**config.mk**
```make
export PLATFORM = sky130hd
export DESIGN_NAME = oc8051_int_seq
export DESIGN_NICKNAME = d
export VERILOG_FILES = /design/src/rtl/oc8051_defines.sv /design/src/rtl/oc8051_int_seq.sv
export SDC_FILE = /design/constraint.sdc
export NUM_CORES = 1
export LEC_CHECK = 0
export ABC_AREA = 1
export BUFFER_PORTS_ARGS = -buffer_cell sky130_fd_sc_hd__buf_4
export CAP_MARGIN = 10
export CORE_AREA = 10 10 115 65
export DETAILED_ROUTE_END_ITERATION = 6
export DIE_AREA = 0 0 125 75
export GPL_TIMING_DRIVEN = 0
export PLACE_DENSITY = 0.69
export SLEW_MARGIN = 10
export SYNTH_ARGS = -nofsm -noshare
export SYNTH_HDL_FRONTEND = slang
export SYNTH_SLANG_ARGS = --single-unit
export TNS_END_PERCENT = 10
```
**constraint.sdc**
```tcl
create_clock -name clk -period 1.7 [get_ports clk]
set_clock_uncertainty 0.15 [all_clocks]
set_input_delay 0 -clock clk [delete_from_list [all_inputs] [get_ports clk]]
set_output_delay 0 -clock clk [all_outputs]
set_load 0.02 [all_outputs]
```
**src/rtl/oc8051_defines.sv**
```systemverilog
// Shared oc8051 definitions used by the interrupt service sequencer.
package oc8051_defines;

   typedef enum logic [2:0] {
      OC8051_ISEQ_IDLE    = 3'd0,
      OC8051_ISEQ_WAIT    = 3'd1,
      OC8051_ISEQ_DEFER   = 3'd2,
      OC8051_ISEQ_PUSH_LO = 3'd3,
      OC8051_ISEQ_PUSH_HI = 3'd4,
      OC8051_ISEQ_VECT    = 3'd5
   } oc8051_iseq_state_e;

   localparam int unsigned OC8051_ISEQ_NEST_MAX = 2;

endpackage

```
**src/rtl/oc8051_int_seq.sv**
```systemverilog
// Interrupt service sequencer: waits for an instruction boundary, pushes the
// return PC onto the stack, loads the vector and tracks nesting depth.
module oc8051_int_seq
   import oc8051_defines::*;
#(
   parameter logic [7:0]  VEC_HI   = 8'h00,
   parameter int unsigned MAX_NEST = OC8051_ISEQ_NEST_MAX
) (
   input  logic        clk,
   input  logic        rst,
   input  logic        int_req,
   input  logic [7:0]  int_vec,
   input  logic        instr_end,
   input  logic        block_int,
   input  logic        reti,
   input  logic [15:0] pc,
   input  logic [7:0]  sp,
   input  logic        ram_rdy,
   output logic        stall,
   output logic        ram_wr,
   output logic [7:0]  ram_addr,
   output logic [7:0]  ram_data,
   output logic        sp_wr,
   output logic [7:0]  sp_new,
   output logic        pc_load,
   output logic [15:0] pc_new,
   output logic        ack,
   output logic [1:0]  depth
);

   localparam logic [1:0] NEST_MAX = 2'(MAX_NEST);

   oc8051_iseq_state_e state_q, state_d;
   logic        pend_vld_q, pend_vld_d;
   logic [7:0]  pend_vec_q, pend_vec_d;
   logic [7:0]  work_vec_q, work_vec_d;
   logic [15:0] ret_pc_q, ret_pc_d;
   logic [1:0]  depth_q, depth_d;
   logic        consume;

   // Pending slot: a newer request always overwrites, even in the consume cycle.
   always_comb begin
      pend_vld_d = pend_vld_q;
      pend_vec_d = pend_vec_q;
      if (consume) pend_vld_d = 1'b0;
      if (int_req) begin
         pend_vld_d = 1'b1;
         pend_vec_d = int_vec;
      end
   end

   always_ff @(posedge clk or posedge rst) begin
      if (rst) begin
         pend_vld_q <= 1'b0;
         pend_vec_q <= '0;
      end else begin
         pend_vld_q <= pend_vld_d;
         pend_vec_q <= pend_vec_d;
      end
   end

   always_comb begin
      state_d    = state_q;
      ret_pc_d   = ret_pc_q;
      work_vec_d = work_vec_q;
      consume    = 1'b0;
      stall      = 1'b0;
      ram_wr     = 1'b0;
      ram_addr   = '0;
      ram_data   = '0;
      sp_wr      = 1'b0;
      sp_new     = '0;
      pc_load    = 1'b0;
      pc_new     = '0;
      ack        = 1'b0;
      case (state_q)
         OC8051_ISEQ_IDLE: begin
            // Looking at int_req directly lets WAIT see the very next instr_end.
            if (pend_vld_q || int_req) state_d = OC8051_ISEQ_WAIT;
         end
         OC8051_ISEQ_WAIT: begin
            ret_pc_d = pc;
            if (instr_end) begin
               if (block_int) begin
                  state_d = OC8051_ISEQ_DEFER;
               end else begin
                  state_d = OC8051_ISEQ_PUSH_LO;
                  consume = 1'b1;
               end
            end
         end
         OC8051_ISEQ_DEFER: begin
            // Return address must follow the deferred instruction.
            ret_pc_d = pc;
            if (instr_end) begin
               state_d = OC8051_ISEQ_PUSH_LO;
               consume = 1'b1;
            end
         end
         OC8051_ISEQ_PUSH_LO: begin
            stall    = 1'b1;
            ram_wr   = 1'b1;
            ram_addr = sp + 8'd1;
            ram_data = ret_pc_q[7:0];
            if (ram_rdy) state_d = OC8051_ISEQ_PUSH_HI;
         end
         OC8051_ISEQ_PUSH_HI: begin
            stall    = 1'b1;
            ram_wr   = 1'b1;
            ram_addr = sp + 8'd2;
            ram_data = ret_pc_q[15:8];
            if (ram_rdy) state_d = OC8051_ISEQ_VECT;
         end
         OC8051_ISEQ_VECT: begin
            stall   = 1'b1;
            pc_load = 1'b1;
            pc_new  = {VEC_HI, work_vec_q};
            sp_wr   = 1'b1;
            sp_new  = sp + 8'd2;
            ack     = 1'b1;
            state_d = OC8051_ISEQ_IDLE;
         end
         default: state_d = OC8051_ISEQ_IDLE;
      endcase
      if (consume) work_vec_d = pend_vec_q;
   end

   always_ff @(posedge clk or posedge rst) begin
      if (rst) begin
         state_q    <= OC8051_ISEQ_IDLE;
         ret_pc_q   <= '0;
         work_vec_q <= '0;
      end else begin
         state_q    <= state_d;
         ret_pc_q   <= ret_pc_d;
         work_vec_q <= work_vec_d;
      end
   end

   always_comb begin
      depth_d = depth_q;
      if ((state_q == OC8051_ISEQ_VECT) && !reti) begin
         if (depth_q < NEST_MAX) depth_d = depth_q + 2'd1;
      end else if (reti && (state_q != OC8051_ISEQ_VECT)) begin
         if (depth_q != '0) depth_d = depth_q - 2'd1;
      end
   end

   always_ff @(posedge clk or posedge rst) begin
      if (rst) depth_q <= '0;
      else     depth_q <= depth_d;
   end

   assign depth = depth_q;

endmodule

```
==> summary.txt, run 1 <==
Synthesis
  • Register area share after synthesis: 44.5%
  • Cell area after synthesis: 0.00214 sq mm
  • Yosys top cell by area: dfrtp_1
  • Top-area cell type share of the netlist area: 44.5%
  • Synth Register Bits: 38
  • Post-synthesis cell type count: 25
  • Mapped Avg Cell Area: 7.40 sq um
  • Synth top area cells: dfrtp_1, nand2_1, inv_1
  • Warnings, synthesis: 0
  • Mapped Cells: 289

Detailed routing
  • Routed wire length per instance: 12.6 um
  • Initial DRC Count: 112
  • Avg Vias per Cell: 4.54
  • Antenna viol nets, final: 0
  • Total Routed Length: 6220 um
  • Post-route DRC: 0
  • Total number of vias: 2239
  • First-pass detailed-route iteration total: 4

Global route
  • Number of global-route vias before repair: 2274
  • First-pass GRT wire length: 10200 um
  • Antenna violations before repair: 0
  • Largest net degree at the start of global routing: 39
  • Overflow after GRT: 0
  • GRT Total Usage: 12.9%

Timing
  • Highest Clock Rate: 564 MHz
  • Relative slew slack: 48.7%
  • Period utilization: 104%
  • Final Hold Viols: 0
  • RSZ-0062 raised after global routing: yes
  • Worst slew pin tran: 0.768 ns
  • Final setup viols: 12
  • Max-slew violations: 0
  • Hold slack: 0.0549 ns
  • Setup TNS: -0.366 ns
  • Setup WS post-layout: -0.0725 ns
  • Fin crit period: 1.77 ns

Pwr
  • Peak supply drop: 527 uV
  • Lkg Pwr: 1.84 nW
  • Power density over cell area: 1310 mW/mm^2

Die
  • Chip height: 75 um
  • Die Footprint: 0.00938 sq mm
  • Initial Utilization: 39.5%
  • Rows: 19
  • IO Pins: 86
  • Core area: 0.00542 sq mm
  • Die width: 125 um

Clock network
  • Clk_lat worst skew: 0.28 ns
  • CTS tree: yes
  • Clock tree buffer depth: 2
  • CTS sink cnt: 38
  • Clk pin slew, worst setup/hold paths: 0.08 ns
  • Inserted Clock Buffers: 5
  • Clock H-tree levels: 2
  • Clk root buf: clkbuf_8

Worst setup path
  • Critical path cell sequence: inv_2 -> nand2_2 -> nor2_4 -> buf_6 -> ha_4 -> a21oi_4 -> o21a_1 -> nand2_1 -> o21ai_1 -> inv_1
  • Largest fanout on the critical path: 6
  • Worst EP required: 1.72 ns
  • Arrival @ worst endpoint: 1.80 ns
  • CP startpoint kind: register
  • Worst Setup End Kind: register
  • CP max-delay cell: dfrtp_2
  • Crit Path Category: register to register
  • Critical Path Max Stage Delay: 0.46 ns

Final layout
  • Multi-input gate area: 978 sq um
  • Area Growth Syn to Fin: 60.2%
  • Layout cells sized above 1: 31.7%
  • Final Core Density: 63.2%
  • Nets: 462
  • Number of inserted diodes: 0
  • Seq. cell area: 955 sq um
  • Fillers: 482

Placement
  • Post-detail-place hpwl: 4690 um
  • I/O Buffers: 76
  • Routability Congestion: 0.831

Flow run
  • Max Cap Viol: 0

Status
  • Failing checks: negative setup slack
  • Outcome: finished, violations left

Worst hold path
  • Min-delay worst type: input port to register
-- logic make-up (layout without fill, tap and decap cells) --
family	after synthesis	after routing	share of synthesized area, %
xor+xnor	5	5	2.05
compound gates	47	47	12.1
other cells	1	8	0.175
buf+inv	60	184	13.4
simple gates	135	135	26.0
fa+ha+maj	3	3	1.76
flops	38	38	44.5
-- Yosys cell counts --
master,number
o22ai_1,2
nand3_2,2
nor2_2,1
inv_2,7
nand2_1,91
buf_2,4
nand2_2,4
buf_4,13
o21ai_1,18
buf_6,1
nand4_1,4
o21a_1,1
xnor2_1,2
nand3_1,10
o21ai_0,15
dfrtp_1,38
ha_1,3
clkbuf_1,1
and2_1,1
a22o_1,5
inv_1,34
nor2_1,22
xor2_1,3
a21oi_1,6
conb_1,1
-- repair_timing --
action / in CTS / in global routing
endpoints found under the hold margin: 72 / 0
gates resized for setup: 6 / 13
endpoints found under the setup margin: 24 / 38
buffers inserted: 2 / 6
pin swaps: 2 / 4
hold buffers: 34 / 0
-- stage by stage --
stage	total power, mW	cell area, sq um	cells	setup slack (ns)
2_1_floorplan	2.82	2190	296	-0.0285
3_3_place_gp	3.42	2850	445	-0.0132
3_5_place_dp	3.49	2850	445	-0.0748
4_1_cts	4.38	3340	487	-0.0948
5_1_grt	4.85	3430	493	-0.191
6_report	4.50	3430	493	-0.0725
-- cell usage in the layout, fill, tap and decap left out, types with 4 or more instances in the layout --
cell           synthesis  layout
o21ai_0               15      12
buf_6                  1       6
nand2_1               91      90
a21oi_1                6       5
nor2_1                22      20
dfrtp_1               38      35
inv_2                  7       6
nand4_1                4       4
o21ai_1               18      21
clkbuf_8               0       6
dlygate4sd3_1          0      34
inv_1                 34      33
conb_1                 1       8
buf_4                 13      91
a22o_1                 5       5
nand3_1               10       9
nand2_2                4       5
-- state kept, by name (all words and copies together) (netlist names) --
name        flops
depth           2
pend_vec_q      8
pend_vld_q      1
ret_pc_q       16
state_q         3
work_vec_q      8
-- worst paths after layout --
kind                                from       endpoint  slack (ns)  cells after the start
setup / recovery              state_q[1]       depth[1]       -0.07                     10
hold / removal                 block_int  work_vec_q[7]        0.05                      6
setup reg to reg              state_q[1]       depth[1]       -0.07                     10
hold reg to reg            pend_vec_q[7]  work_vec_q[7]        0.33                      2
max in group asynchronous            rst     state_q[2]        0.60                      3
min in group asynchronous            rst    ret_pc_q[8]        0.27                      3
-- layer usage --
layer	GRT usage, %	vias up	share of wire [%]
met5	0	-	0
met4	3.05	0	0.85
met3	3.36	4	5.5
met2	24.7	65	51
met1	14.3	1026	43
li1	-	1144	-
-- worst max-delay path, delay by kind of cell, from the launching register on --
kind | cells | cell delay (ns)
DFF | 1 | 0.46
AOI/OAI and AO/OA | 3 | 0.33
and+or+nand+nor | 3 | 0.27
buffers and inverters | 3 | 0.25
adders and majority gates | 1 | 0.19
-- power by group --
part	total, mW	switching (mW)	internal, mW
clock	0.775	0.306	0.469
combinational	2.23	1.27	0.955
sequential	1.49	0.225	1.27
-- layout make-up --
cell class	count	share of cell area (%)
Timing Repair Buffer	118	29.1
Multi-Input combinational cell	198	28.6
Sequential cell	38	27.9
Inverter	41	4.64
Buffer	18	3.83
Tap cell	73	2.67
Clock buffer	6	2.41
Clock inverter	1	0.877
(Power assumes the default switching activity.)
==> run 2, diff against run 1 <==
--- a/config.mk
+++ b/config.mk
@@ -13,6 +13,7 @@
 export DIE_AREA = 0 0 125 75
 export GPL_TIMING_DRIVEN = 0
 export PLACE_DENSITY = 0.69
+export SKIP_LAST_GASP = 1
 export SLEW_MARGIN = 10
 export SYNTH_ARGS = -nofsm -noshare
 export SYNTH_HDL_FRONTEND = slang
==> run 2 against run 1 <==
  * Routed wire length down 0.19%
  * Combinational power about the same
  * Largest power group unchanged
  * Hold slack about the same
  * Global-route usage about the same
  * The flow still finishes with violations (negative setup slack)
  * Non-clock buffer count up 1
  * Final cell count up 0.20%
  * Critical path depth down 5
  * Sequential share of layout area up 0.092 points
  * Register-to-register slack better by 0.02 ns
==> summary.txt, run 2 (same netlist as run 1, synthesis figures left out) <==
Status
  • Outcome: finished, violations left
  • Failing checks: negative setup slack

Worst setup path
  • CP startpoint kind: register
  • CP max-delay cell: dfrtp_2
  • Critical Path Max Stage Delay: 0.47 ns (about the same)
  • Worst R2R Start: state_q[1]
  • Worst R2R End: depth[1]
  • Crit Path Category: register to output pin
  • R2r setup slk: -0.05 ns (+0.02 ns)
  • Arrival @ worst endpoint: 1.63 ns (-0.17 ns)
  • Worst EP required: 1.55 ns (-0.17 ns)
  • Largest fanout on the critical path: 10 (+4)
  • Critical path cell sequence: nor2_2 -> nand2_2 -> buf_2 -> o22ai_1 -> buf_4
  • R2R depth: 10 (unchanged)
  • Worst Setup End Kind: output pin

Pwr
  • Internal power: 2.69 mW (-0.27%)
  • Reg power frac: 33.4% (+0.2 points)
  • Power density over cell area: 1310 mW/mm^2 (about the same)
  • Power share of the combinational group: 49.4% (-0.2 points)
  • Switching portion of total power: 40.1% (-0.077 points)
  • Part of the power in the clock network: 17.2% (about the same)
  • Switching pwr: 1.79 mW (-0.59%)
  • Lkg Pwr: 1.84 nW (about the same)
  • Peak supply drop: 528 uV (+0.19%)

Timing
  • Worst slew pin tran: 0.772 ns (+0.00318 ns)
  • Relative slew slack: 48.5% (-0.21 points)
  • Highest Clock Rate: 561 MHz (-0.48%)
  • Final setup viols: 20 (+8)
  • Max-slew violations: 0 (unchanged)
  • Fin crit period: 1.78 ns (+0.00851 ns)
  • Final Hold Viols: 0 (unchanged)
  • Period utilization: 105% (+0.50 points)
  • Setup WS post-layout: -0.0810 ns (-0.00851 ns)
  • RSZ-0062 raised after global routing: yes

Global route
  • GRT Total Usage: 12.8% (-0.030 points)
  • Overflow after GRT: 0 (unchanged)
  • Largest net degree at the start of global routing: 39 (unchanged)
  • Number of global-route vias before repair: 2267 (-0.31%)
  • Antenna violations before repair: 0 (unchanged)
  • First-pass GRT wire length: 10200 um (-0.27%)

Clock network
  • Clk pin slew, worst setup/hold paths: 0.07 ns (about the same)
  • CTS tree: yes
  • Clk root buf: clkbuf_8
  • Clk_lat worst skew: 0.28 ns (about the same)
  • Clock tree buffer depth: 2 (unchanged)
  • Inserted Clock Buffers: 5 (unchanged)
  • CTS sink cnt: 38 (unchanged)
  • Clock H-tree levels: 2 (unchanged)

Final layout
  • Layout cells sized above 1: 31.4% (-0.31 points)
  • Area Growth Syn to Fin: 59.7%
  • Number of inserted diodes: 0 (unchanged)
  • Fillers: 479 (-0.62%)
  • Multi-input gate area: 971 sq um (-0.77%)
  • Seq. cell area: 955 sq um (unchanged)
  • Final Core Density: 63.0% (-0.21 points)
  • Biggest register: ret_pc_q
  • Most frequent cells in the layout: buf_4, nand2_1, dfrtp_1, dlygate4sd3_1, inv_1
  • Final Instance Area: 0.00341 sq mm (-0.33%)
  • Largest regs: ret_pc_q: 16 flops, pend_vec_q: 8 flops, work_vec_q: 8 flops
  • Most common cell after layout, fill and taps aside: buf_4
  • Largest register FFs: 16 (unchanged)
  • Nets: 463 (+0.22%)

Die
  • Rows: 19 (unchanged)
  • Core area: 0.00542 sq mm (unchanged)
  • Chip height: 75 um (unchanged)
  • Initial Utilization: 39.5% (unchanged)
  • IO Pins: 86 (unchanged)
  • Die Footprint: 0.00938 sq mm (unchanged)
  • Die width: 125 um (unchanged)

Detailed routing
  • Total number of vias: 2229 (-0.45%)
  • Routed wire length per instance: 12.6 um (-0.39%)
  • Initial DRC Count: 119 (+6.3%)
  • Avg Vias per Cell: 4.51 (-0.65%)
  • Metal2 WL: 3160 um (+0.13%)
  • Antenna viol nets, final: 0 (unchanged)
  • Top Metal Used: met4
  • First-pass detailed-route iteration total: 4 (unchanged)
  • Met1 wire length: 2620 um (-1.9%)
  • Post-route DRC: 0 (unchanged)
  • Met3 routed WL: 377 um (+11%)
  • Total Routed Length: 6210 um (-0.19%)

Flow run
  • Max Cap Viol: 0 (unchanged)

Worst hold path
  • Hold Crit Depth: 6 (unchanged)
  • Min-delay worst type: input port to register
  • Hold path start: block_int
  • Hold Path Sink: work_vec_q[7]

Placement
  • Post-DP Area: 0.00285 sq mm (unchanged)
  • Routability Congestion: 0.831 (unchanged)
  • I/O Buffers: 76 (unchanged)
  • Post-detail-place hpwl: 4690 um (unchanged)
  • Setup slack at placement: -0.0748 ns (unchanged)
[run 2: cell types whose count changed in the layout (fill, tap and decap cells not counted), sizes merged]
cell	previous run	this run
buf	101	102
[run 2: power groups by stage]
stage	Combinational (mW)	Sequential [mW]	Clock (mW)
4_1_cts	2.09	1.48	0.791
6_report	2.21	1.49	0.772
2_1_floorplan	1.35	1.46	0
3_3_place_gp	1.95	1.47	0
5_1_grt	2.48	1.53	0.835
3_5_place_dp	2.00	1.49	0
[run 2: stage by stage]
stage	TNS [ns]	std cells	power, mW	hold slack [ns]
after floorplan	-0.0285	296	2.82	-0.0702
after global placement	-0.0132	445	3.42	0.0480
after detailed placement	-0.0748	445	3.49	0.0489
after CTS	-0.594	487	4.36	0.0223
after global routing	-3.67	494	4.84	0.120
final	-0.514	494	4.48	0.0549
[run 2: critical path: cells and delay by family, from the launching register on]
family / cells / cell delay [ns]
AND/OR/NAND/NOR: 2 / 0.31
buffers and inverters: 2 / 0.37
AO/OA/AOI/OAI: 1 / 0.19
flip-flops: 1 / 0.47
[run 2: worst max path at each step]
stage / from / endpoint / slack, ns / cells after the start
after global placement: state_q[1] / depth[1] / -0.01 / 9
after global routing: state_q[0] / ram_addr[3] / -0.18 / 5
after floorplan: state_q[1] / depth[1] / -0.03 / 9
final: state_q[0] / ram_addr[3] / -0.08 / 5
after CTS: state_q[2] / ram_addr[3] / -0.11 / 7
after detailed placement: state_q[1] / depth[1] / -0.07 / 9
[run 2: final cells by class]
cell class | count | share of cell area [%]
inverter | 41 | 4.65
clock inverter | 1 | 0.879
timing repair buffer | 119 | 29.1
clock buffer | 6 | 2.42
buffer | 18 | 3.85
tap | 73 | 2.67
multi-input combinational | 198 | 28.4
sequential | 38 | 28.0
[run 2: layer usage]
metal  global-route usage [%]  vias up
li1                         -     1151
met1                     14.4     1011
met2                     24.5       63
met3                     3.36        4
met4                     3.05        0
met5                        0        -
[run 2: what timing repair did]
action	in CTS	in global routing
pin swaps	1	4
hold endpoints to repair	72	0
gates cloned	0	0
setup endpoints to repair	24	37
hold buffers	34	0
setup buffers	2	7
resized for setup	3	9
